**config.mk**
```make
export PLATFORM = sky130hd
export DESIGN_NAME = ifetch_unit
export DESIGN_NICKNAME = d
export VERILOG_FILES = /design/src/rtl/ifetch_unit.sv
export SDC_FILE = /design/constraint.sdc
export NUM_CORES = 1
export LEC_CHECK = 0
export ABC_AREA = 1
export CAP_MARGIN = 40
export CORE_ASPECT_RATIO = 0.75
export CORE_MARGIN = 10
export CORE_UTILIZATION = 45
export DETAILED_ROUTE_END_ITERATION = 8
export PLACE_DENSITY = 0.79
export SYNTH_ARGS = -nofsm -noshare
export SYNTH_HDL_FRONTEND = slang
export SYNTH_SLANG_ARGS = --single-unit
```
**constraint.sdc**
```tcl
create_clock -name clk -period 13.35 [get_ports clk]
set_clock_uncertainty 0.15 [all_clocks]
set_input_delay 1.335 -clock clk [delete_from_list [all_inputs] [get_ports clk]]
set_output_delay 1.335 -clock clk [all_outputs]
set_load 0.01 [all_outputs]
```
**src/rtl/ifetch_unit.sv**
```systemverilog
// Instruction fetch stage: keeps the fetch PC, issues one request at a time to
// instruction memory, buffers responses in order and flushes on redirect.
module ifetch_unit #(
  parameter int unsigned     XLEN       = 32,
  parameter logic [XLEN-1:0] RESET_PC   = '0,
  parameter int unsigned     FIFO_DEPTH = 2
) (
  input  logic            clk,
  input  logic            rst,
  output logic            imem_req,
  output logic [XLEN-1:0] imem_addr,
  input  logic            imem_rvalid,
  input  logic [XLEN-1:0] imem_rdata,
  input  logic            redirect,
  input  logic [XLEN-1:0] redirect_pc,
  input  logic            stall,
  output logic            if_valid,
  output logic [XLEN-1:0] if_inst,
  output logic [XLEN-1:0] if_pc,
  output logic            misalign,
  output logic [2:0]      dbg_state
);

  localparam int unsigned     AW      = $clog2(FIFO_DEPTH);
  localparam logic [AW:0]     DEPTH_C = (AW+1)'(FIFO_DEPTH);
  localparam logic [XLEN-1:0] NOP     = XLEN'(32'h0000_0013);

  typedef enum logic [2:0] {
    S_IDLE = 3'd0,
    S_REQ  = 3'd1,
    S_WAIT = 3'd2,
    S_FULL = 3'd3,
    S_HALT = 3'd4
  } state_t;

  state_t          state;
  logic [XLEN-1:0] fpc;
  logic            drop;
  logic [AW-1:0]   wr_ptr;
  logic [AW-1:0]   rd_ptr;
  logic [AW:0]     count;
  logic [XLEN-1:0] pc_mem   [FIFO_DEPTH];
  logic [XLEN-1:0] inst_mem [FIFO_DEPTH];

  logic        push;
  logic        pop;
  logic [AW:0] count_after;

  // Handshakes: imem_req is a one-cycle strobe with imem_addr; memory answers
  // with exactly one imem_rvalid cycle later. The head word moves downstream
  // on any edge where if_valid=1 and stall=0 (stall acts as !ready).
  always_comb begin
    push        = rst && !redirect && (state == S_WAIT) && imem_rvalid && !drop;
    pop         = if_valid && !stall;
    count_after = count + (AW+1)'(push) - (AW+1)'(pop);
  end

  assign imem_req  = (state == S_REQ);
  assign imem_addr = fpc;
  assign if_valid  = (count != '0);
  assign if_inst   = if_valid ? inst_mem[rd_ptr] : NOP;
  assign if_pc     = if_valid ? pc_mem[rd_ptr] : '0;
  assign dbg_state = state;

  always_ff @(posedge clk) begin
    if (push) begin
      pc_mem[wr_ptr]   <= fpc;
      inst_mem[wr_ptr] <= imem_rdata;
    end
  end

  always_ff @(posedge clk) begin
    if (!rst) begin
      state    <= S_IDLE;
      fpc      <= RESET_PC;
      drop     <= 1'b0;
      misalign <= 1'b0;
      wr_ptr   <= '0;
      rd_ptr   <= '0;
      count    <= '0;
    end else if (redirect && (state != S_HALT)) begin
      wr_ptr <= '0;
      rd_ptr <= '0;
      count  <= '0;
      if (redirect_pc[1:0] != 2'b00) begin
        misalign <= 1'b1;
        state    <= S_HALT;
      end else begin
        fpc <= redirect_pc;
        case (state)
          // A request is already in flight; its answer belongs to the old path.
          S_REQ: begin
            state <= S_WAIT;
            drop  <= 1'b1;
          end
          S_WAIT: begin
            if (imem_rvalid) begin
              state <= S_REQ;
              drop  <= 1'b0;
            end else begin
              drop <= 1'b1;
            end
          end
          default: state <= S_REQ;
        endcase
      end
    end else begin
      if (push) begin
        wr_ptr <= wr_ptr + AW'(1);
        fpc    <= fpc + XLEN'(4);
      end
      if (pop) begin
        rd_ptr <= rd_ptr + AW'(1);
      end
      count <= count_after;
      case (state)
        S_IDLE: if (count < DEPTH_C) state <= S_REQ;
        S_REQ:  state <= S_WAIT;
        S_WAIT: begin
          if (imem_rvalid) begin
            if (drop) begin
              drop  <= 1'b0;
              state <= S_REQ;
            end else begin
              state <= (count_after < DEPTH_C) ? S_REQ : S_FULL;
            end
          end
        end
        S_FULL:  if (pop) state <= S_REQ;
        S_HALT:  state <= S_HALT;
        default: state <= S_IDLE;
      endcase
    end
  end

endmodule

```
==> summary.txt <==
Run status
  – Result of the run: complete, no violations

Setup path
  – Req. time, crit path: 11.86 ns
  – Setup crit end kind: primary output
  – Category of the most critical setup path: reg -> out
  – Crit path DAT: 2.44 ns
  – Maximum fanout encountered on the critical timing path: 63
  – CP max-delay cell: sky130_fd_sc_hd__clkdlybuf4s50_1
  – Startpoint class of the critical path: flip-flop
  – Worst path max stage delay: 0.58 ns
  – Crit-path leading delay family: buffers and inverters
  – Series of cell instances along the critical path: nor2_4, buf_4, inv_1, nand3_1, clkdlybuf4s50_1
  – Critical path buffers and inverters: 3

Flow run
  – Number of max-capacitance violations reported: 0

Timing
  – Post-route minimum period: 3.93 ns
  – Slew at the pin closest to its max-slew limit: 0.913 ns
  – Peak Freq: 255 MHz
  – Final sum of negative setup slack: 0 ns
  – Slew margin rel.: 39.1%
  – Unrepaired setup endpoints after global routing: false
  – Final period utilization: 29.4%
  – Final Max Slew Viols: 0
  – Final number of setup-violating endpoints: 0
  – Number of endpoints with negative hold slack in the final report: 0
  – Worst Slack Setup Final: 9.42 ns

Finish
  – Fraction of layout cells with a size suffix above 1: 7.00%
  – Final cell area excluding filler cells: 10100 um2
  – Area growth from synthesis to final layout: 31.4%
  – Fin nets: 1074
  – Number of fillers in the final layout: 1394

Clock network
  – Post-cts hold buffer count: 0
  – Post-CTS setup buffer count: 0
  – Insertion delay to the later sink of the worst-skew pair: 0.43 ns
  – Cell chosen for the clock root: sky130_fd_sc_hd__clkbuf_16
  – Number of resized instances in the post-cts repair step: 0
  – Number of clock sinks: 170
  – Max Root-Sink Buffers: 2
  – TritonCTS clock tree: done
  – Clock Pin Slew Worst Setup and Hold Paths: 0.07 ns
  – Total CTS buffers: 17
  – CTS H-tree depth: 4

Floorplan
  – Area of the die: 22800 um2
  – Placement row count: 41
  – Placeable Area: 16800 um2
  – Top-level I/O count: 171
  – Initial Util: 45.8%
  – Die Y: 133 um
  – Horizontal die dimension: 171 um

Place
  – PortBufs: 170
  – Weighted congestion at the end of routability-driven global placement: 0.913
  – Post-detailed-placement half-perimeter wirelength: 13.9 mm
  – Placed Instance Area: 9580 um2
  – Post-Place Setup Slack: 9.20 ns

Yosys
  – Post-Synthesis Cell Area: 7710 um2
  – Portion of the post-synthesis area used by sequential elements: 60.8%
  – Share of flip-flops with an asynchronous set or reset after synthesis: 0%
  – Post-synth EDFFs: 128
  – Dominant cell by count in the synthesized netlist: sky130_fd_sc_hd__nand2_1
  – Count of cell types in the netlist: 37
  – Most numerous cell types in the synthesized netlist: 287 x sky130_fd_sc_hd__nand2_1, 128 x sky130_fd_sc_hd__edfxtp_1, 94 x sky130_fd_sc_hd__a21oi_1, 80 x sky130_fd_sc_hd__nor2_1, 56 x sky130_fd_sc_hd__inv_1
  – Share of Yosys cell area claimed by the top area cell type: 49.9%
  – Syn_nets: 914
  – Syn Inst Count: 842
  – Dominant cells by area after synthesis: sky130_fd_sc_hd__edfxtp_1 50%, sky130_fd_sc_hd__nand2_1 14%, sky130_fd_sc_hd__dfxtp_1 11%
  – Total of flip-flops plus latches after synthesis: 170
  – Largest area contributor in the synthesized netlist: sky130_fd_sc_hd__edfxtp_1
  – Primary FF master, synth: sky130_fd_sc_hd__edfxtp_1
  – Syn Area/Cell: 9.16 um2
  – Count of warnings emitted by yosys: 0

Routing
  – Wire length after detailed routing: 20.5 mm
  – Number of iterations in the first detailed-routing pass: 5
  – Count of antenna-violating nets left after detailed routing: 0
  – Number of vias after detailed routing: 6363
  – Via count normalized by instance count: 5.17
  – Remaining design rule violation count: 0
  – DRC violation total after the first TritonRoute iteration: 575
  – Mean routed wirelength per cell: 16.6 um

Global route
  – Vias in the first global route: 5942
  – Global-route wire length before repair: 31.5 mm
  – Met3 Resource Use GR: 6.55%
  – Largest net degree at the start of global routing: 66
  – Total Routing Usage GR: 17.5%
  – Met1 Track Usage GR: 22.9%
  – Met2 GRT Util: 26.9%
  – Initial antenna violation count: 1
  – Routing layer with the top usage in global route: met2
  – Total global routing overflow: 0

Power
  – Leak pwr: 3.54 nW
  – Power, Total: 1.12 mW
  – Maximum resistive drop on vdd: 0.0000615 V
  – Ratio of total power to cell area: 110 nW/um2
  – Sequential cell fraction of total power: 52.2%
  – Part of the total power dissipated in combinational logic: 7.0%
  – Cell internal power dissipation: 0.860 mW
  – Switching Fraction: 22.9%
  – Net switching power: 0.256 mW
  – Clock Power Share: 40.8%

Min path
  – Class of the most critical hold timing path: reg -> reg
metal layers:
layer | up-vias | part of all wire [%] | wire, um
li1 | 3112 | - | -
met1 | 2952 | 45 | 9130
met2 | 281 | 44 | 9080
met3 | 18 | 10 | 2080
met4 | 0 | 0.82 | 168
met5 | - | 0 | 0
worst paths after layout:
path                               start           end  slack, ns  depth (start not counted)
worst max register to register  count[1]  dbg_state[1]      10.86                         12
worst min-delay path            misalign      misalign       0.31                          2
worst max-delay path            count[1]    if_inst[4]       9.42                          5
worst min register to register  misalign      misalign       0.31                          2
power groups by stage:
stage / sequential [mW] / combinational (mW) / clock [mW]
6_report: 0.583 / 0.0786 / 0.455
5_1_grt: 0.583 / 0.0860 / 0.483
4_1_cts: 0.582 / 0.0786 / 0.461
3_5_place_dp: 0.594 / 0.0782 / 0
3_3_place_gp: 0.594 / 0.0770 / 0
2_1_floorplan: 0.592 / 0.0377 / 0
logic make-up (layout without fill, tap and decap cells):
group	after synthesis	after routing	share of synthesized area, %
simple gates	448	448	24.7
flops	170	170	60.8
compound gates	122	122	8.18
buf+inv	93	266	5.23
xor+xnor	6	6	0.682
fa+ha+maj	3	3	0.487
other cells	0	1	0
state kept, by name (all words and copies together) (netlist names), named ones only:
signal / cells
drop: 1
rd_ptr: 1
count: 2
wr_ptr: 1
pc_mem: 64
dbg_state: 3
misalign: 1
inst_mem: 64
imem_addr: 32
per-stage QoR:
stage	util [%]	hold WS (ns)	cells
detailed placement	56.9	0.298	1198
global route	60.2	0.332	1230
CTS	60.2	0.310	1230
floorplan	-	0.289	842
global placement	56.8	0.289	1197
finish	60.2	0.307	1231
worst register-to-register path, delay by kind of cell, from the launching register on:
family,cells,cell delay (ns)
buffers and inverters,3,0.62
flip-flops,1,0.39
AND/OR/NAND/NOR,6,0.64
adder cells (fa/ha/maj),2,0.51
AO/OA/AOI/OAI,1,0.06
final cells by class:
type                    count  area (um2)  area share [%]
repair buffers            175        1750            17.3
clock buffers              20         457            4.51
flip-flops and latches    170        4690            46.3
multi-input cells         579        2650            26.1
diodes                      1        2.50          0.0247
well taps                 215         269            2.66
clock inverters            12        91.3           0.902
inverters                  59         226            2.24
cell usage in the layout, fill, tap and decap left out, drive strengths merged, types with 4 or more instances in the layout:
master	count
buf	5
dfxtp	42
clkinvlp	5
edfxtp	128
nand4	4
a21oi	96
clkinv	4
clkbuf	20
nor3	4
o21ai	22
xnor2	4
nand3	40
nor2	98
inv	62
nand2	290
nand3b	7
clkdlybuf4s50	170
No activity file was read; power rests on OpenSTA's default activity.
